<file path="src/rtl/pin_entry_ctrl.sv">
// pin_entry_ctrl: card/keypad front end for the PIN-compare stage.
// Ports:
//   clk, rst_n              clock, synchronous active-low reset
//   card_valid, card_ok     card-reader strobe and result
//   key_valid, key_data     keypad strobe and nibble
//   welcome_in              PIN-compare result
//   HasAccess, Input_Pin    drive the PIN-compare stage
//   grant, locked           door-release and lockout levels
//   fail_evt, timeout_evt   one-cycle event pulses
//   tries                   consecutive wrong-PIN count
module pin_entry_ctrl #(
    parameter int TIMEOUT_CYCLES = 1000,
    parameter int CHECK_WAIT     = 2,
    parameter int MAX_TRIES      = 3,
    parameter int GRANT_CYCLES   = 50,
    parameter int LOCK_CYCLES    = 500
) (
    input  logic                           clk,
    input  logic                           rst_n,
    input  logic                           card_valid,
    input  logic                           card_ok,
    input  logic                           key_valid,
    input  logic [3:0]                     key_data,
    input  logic                           welcome_in,
    output logic                           HasAccess,
    output logic [3:0]                     Input_Pin,
    output logic                           grant,
    output logic                           locked,
    output logic                           fail_evt,
    output logic                           timeout_evt,
    output logic [$clog2(MAX_TRIES+1)-1:0] tries
);

    localparam int TRW  = $clog2(MAX_TRIES + 1);
    localparam int TM0  = (TIMEOUT_CYCLES > GRANT_CYCLES)
                        ? TIMEOUT_CYCLES : GRANT_CYCLES;
    localparam int TM1  = (LOCK_CYCLES > CHECK_WAIT)
                        ? LOCK_CYCLES : CHECK_WAIT;
    localparam int TMAX = (TM0 > TM1) ? TM0 : TM1;
    localparam int TW   = (TMAX > 1) ? $clog2(TMAX) : 1;

    typedef enum logic [2:0] {
        S_IDLE,
        S_WAIT_PIN,
        S_CHECK,
        S_GRANTED,
        S_LOCKED
    } state_t;

    state_t          r_state;
    logic [TW-1:0]   r_timer;
    logic [TRW-1:0]  w_tries_inc;

    // Saturating increment; tries can never exceed MAX_TRIES.
    assign w_tries_inc = (tries == TRW'(MAX_TRIES))
                       ? tries : tries + 1'b1;

    always_ff @(posedge clk) begin
        if (!rst_n) begin
            r_state     <= S_IDLE;
            r_timer     <= '0;
            HasAccess   <= 1'b0;
            Input_Pin   <= 4'h0;
            grant       <= 1'b0;
            locked      <= 1'b0;
            fail_evt    <= 1'b0;
            timeout_evt <= 1'b0;
            tries       <= '0;
        end else begin
            fail_evt    <= 1'b0;
            timeout_evt <= 1'b0;
            case (r_state)
                S_IDLE: begin
                    r_timer <= '0;
                    if (card_valid && card_ok) begin
                        r_state   <= S_WAIT_PIN;
                        HasAccess <= 1'b1;
                    end
                end
                S_WAIT_PIN: begin
                    // A key on the expiry cycle takes priority.
                    if (key_valid) begin
                        Input_Pin <= key_data;
                        r_state   <= S_CHECK;
                        r_timer   <= '0;
                    end else if (r_timer == TW'(TIMEOUT_CYCLES - 1)) begin
                        r_state     <= S_IDLE;
                        r_timer     <= '0;
                        HasAccess   <= 1'b0;
                        Input_Pin   <= 4'h0;
                        timeout_evt <= 1'b1;
                    end else begin
                        r_timer <= r_timer + 1'b1;
                    end
                end
                S_CHECK: begin
                    if (r_timer == TW'(CHECK_WAIT - 1)) begin
                        r_timer <= '0;
                        if (welcome_in) begin
                            r_state   <= S_GRANTED;
                            grant     <= 1'b1;
                            tries     <= '0;
                            HasAccess <= 1'b0;
                        end else begin
                            fail_evt  <= 1'b1;
                            tries     <= w_tries_inc;
                            Input_Pin <= 4'h0;
                            if (w_tries_inc == TRW'(MAX_TRIES)) begin
                                r_state   <= S_LOCKED;
                                locked    <= 1'b1;
                                HasAccess <= 1'b0;
                            end else begin
                                r_state <= S_WAIT_PIN;
                            end
                        end
                    end else begin
                        r_timer <= r_timer + 1'b1;
                    end
                end
                S_GRANTED: begin
                    if (r_timer == TW'(GRANT_CYCLES - 1)) begin
                        r_state   <= S_IDLE;
                        r_timer   <= '0;
                        grant     <= 1'b0;
                        // IDLE always presents a cleared PIN.
                        Input_Pin <= 4'h0;
                    end else begin
                        r_timer <= r_timer + 1'b1;
                    end
                end
                S_LOCKED: begin
                    if (r_timer == TW'(LOCK_CYCLES - 1)) begin
                        r_state <= S_IDLE;
                        r_timer <= '0;
                        locked  <= 1'b0;
                        tries   <= '0;
                    end else begin
                        r_timer <= r_timer + 1'b1;
                    end
                end
                default: begin
                    r_state <= S_IDLE;
                    r_timer <= '0;
                end
            endcase
        end
    end

endmodule

</file>
<file path="config.mk">
export PLATFORM = sky130hd
export DESIGN_NAME = pin_entry_ctrl
export DESIGN_NICKNAME = d
export VERILOG_FILES = /design/src/rtl/pin_entry_ctrl.sv
export SDC_FILE = /design/constraint.sdc
export NUM_CORES = 1
export LEC_CHECK = 0
export ABC_AREA = 1
export CAP_MARGIN = 25
export CORE_ASPECT_RATIO = 1.75
export CORE_MARGIN = 1
export CORE_UTILIZATION = 40
export DETAILED_ROUTE_END_ITERATION = 12
export HOLD_SLACK_MARGIN = 0.12
export PLACE_DENSITY = 0.65
export RECOVER_POWER = 100
export SYNTH_ARGS = -nofsm -noshare
export SYNTH_HDL_FRONTEND = slang
export SYNTH_SLANG_ARGS = --single-unit
</file>
<file path="constraint.sdc">
create_clock -name clk -period 1.6 [get_ports clk]
set_input_delay 0.4 -clock clk [delete_from_list [all_inputs] [get_ports clk]]
set_output_delay 0.4 -clock clk [all_outputs]
set_load 0.02 [all_outputs]
</file>
==> metrics <==
status=completed; average wire per standard cell=11.6 um; number of global-route vias before repair=1350; CP arrival=1.71 ns; initial DRC count=35; overall power=2.64 mW; Slew @ Worst Pin=0.307 ns; total of max-cap violations=0; Max Fanout on Critical Path=8; syn avg cell area=6.76 um^2; CTS Buffer Depth=2; antenna violations before repair=0; post-route DRC violation count=0; final setup vio count=0; Clk pin slew, worst setup/hold paths=0.09 ns; RSZ-0062 raised after global routing=true; critical path required time=1.77 ns; Vias/cell=4.78; Layout Utilization=56.9%; dpl cells=273; post-synthesis async set-or-reset flop share=0%; Mapped Nets=214; Fin Setup TNS=0 ns; CTS H-tree lvls=1; FP Rows=27; ant diodes=0; Die H=79.3 um; Seq cells post-synth=24; 1st-pass router iterations=4; die area=3660 um^2; dominant cells by area after synthesis=dfxtp_1 (35%), nor2_1 (12%), nand2_1 (12%); peak supply drop=625 uV; Post-synth EDFFs=0; Syn Inst Count=202; cell area after synthesis=1370 um^2; final non-filler cell total=280; Root Buffer=clkbuf_8; period utilization=95.8%; number of buffers created by CTS=3; CTS tree=yes; Seq/Total Area, Yosys=35.2%; nets@finish=250; first-pass GRT wire length=5510 um; final hold vios=0; normalized max-slew margin=79.5%; achievable clock frequency=652 MHz; post-synth top area share=35.2%; Worst Hold Slack=0.484 ns; critical path type=reg -> reg; CP endpoint kind=register; vias=1338; Clock Sinks=24; routability cong.=0.815; Ys Warns=0; largest net degree at the start of global routing=14; startpoint types=register; Hold WC Path Type=reg -> reg; Starting Density=42.5%; Total Routing Usage GR=20.3%; Yosys top cell by area=dfxtp_1; Leak Pwr=0.811 nW; Antenna Violating Nets Remaining=0; I/O Pins=21; GRT overflow=0; number of hold-repair buffers added at the cts stage=0; input/output buffers=20; Pwr per Cell Area=1450 nW/um^2; crit path time final=1.53 ns; DRT Wirelength=3260 um; post-synth cell types=30; core area=3210 um^2; layout cell share with drive strength beyond 1=24.9%; Slew Viols, Final=0; synthesis-to-layout area growth=33.7%; Die W=46.2 um; post-DP HPWL=2530 um; Final Skew=0.00203 ns; Most used DFF post-synth=dfxtp_1; worst-skew pair later-pin latency=0.27 ns
routing by layer:
layer  share of wire, %  vias up  GRT usage [%]
li1                   -      698              -
met1                 37      599           19.7
met2                 57       29           39.6
met3                2.8       12           2.73
met4                3.0        0           7.35
met5                  0        -              0
worst max-delay path, cell delays in order, from the launching register on:
cell	delay, ns
dfxtp_2	0.34
inv_2	0.06
ha_4	0.12
nand4_1	0.17
o21ai_4	0.28
nand2_2	0.12
nor2_8	0.19
nand2_2	0.08
nand2_2	0.05
nor2_1	0.03
synth_stat cells (all sizes together) (2+ instances only):
cell    number
a21oi        4
inv         29
ha           2
xor2         5
dfxtp       24
a211oi       2
nor2        54
nand2       48
nor3         3
nor4         2
nand3       16
o21ai        6
final cells by class:
| class | count | area (um^2) |
|---|---|---|
| repair buffers | 31 | 259 |
| inverters | 30 | 113 |
| multi-input cells | 148 | 862 |
| flip-flops and latches | 24 | 483 |
| well taps | 43 | 53.8 |
| fillers | 315 | 1380 |
| clock buffers | 4 | 55.1 |
metrics by stage:
| stage | area, um^2 | setup WS [ns] |
|---|---|---|
| finish | 1830 | 0.0667 |
| global route | 1830 | -0.0334 |
| CTS | 1740 | 0.00489 |
| detailed placement | 1680 | -0.0613 |
| global placement | 1680 | -0.0485 |
| floorplan | 1370 | 0.218 |
where the power goes:
| part | total, mW | internal (mW) | leakage [nW] | switching (mW) |
|---|---|---|---|---|
| clock network | 0.420 | 0.220 | 0.0288 | 0.200 |
| logic | 1.43 | 0.535 | 0.587 | 0.894 |
| registers | 0.788 | 0.711 | 0.196 | 0.0776 |
| total | 2.64 | 1.47 | 0.811 | 1.17 |
state kept, by name (all words and copies together) (netlist names), 2 cells and up:
name       cells
r_timer       10
tries          2
Input_Pin      4
r_state        3
worst paths after layout:
check / start / end / slack, ns / depth (start not counted)
worst min-delay path: Input_Pin[1] / Input_Pin[1] / 0.48 / 2
worst max-delay path: r_timer[1] / Input_Pin[2] / 0.07 / 9
worst min register to register: Input_Pin[1] / Input_Pin[1] / 0.48 / 2
worst max register to register: r_timer[1] / Input_Pin[2] / 0.07 / 9
cell usage in the layout, fill, tap and decap left out, drive strengths merged:
cell           instances
nor4                   2
xor2                   5
dlygate4sd2            9
dfxtp                 24
a211oi                 2
inv                   29
o211ai                 1
clkdlybuf4s50          9
clkinv                 1
a21oi                  4
nand3                 16
a31oi                  1
nor2                  54
nand3b                 1
o21ai                  7
clkbuf                 6
nor3b                  1
buf                   11
nor3                   3
nand4                  1
nand2                 48
ha                     2
what timing repair did:
action	4_1_cts	5_1_grt
gates resized for setup	11	23
endpoints found under the hold margin	0	0
setup buffers	0	2
pin swaps	1	13
cloned	1	0
endpoints found under the setup margin	18	23
cell families after synthesis:
kind of cell	Yosys count	share of synthesized area, %
XOR/XNOR	5	3.21
buffers and inverters	31	8.62
adder cells (fa/ha/maj)	2	1.83
AO/OA/AOI/OAI	14	7.15
flip-flops	24	35.2
AND/OR/NAND/NOR	126	44.0
Note: power is estimated with default switching activity, not from simulation.
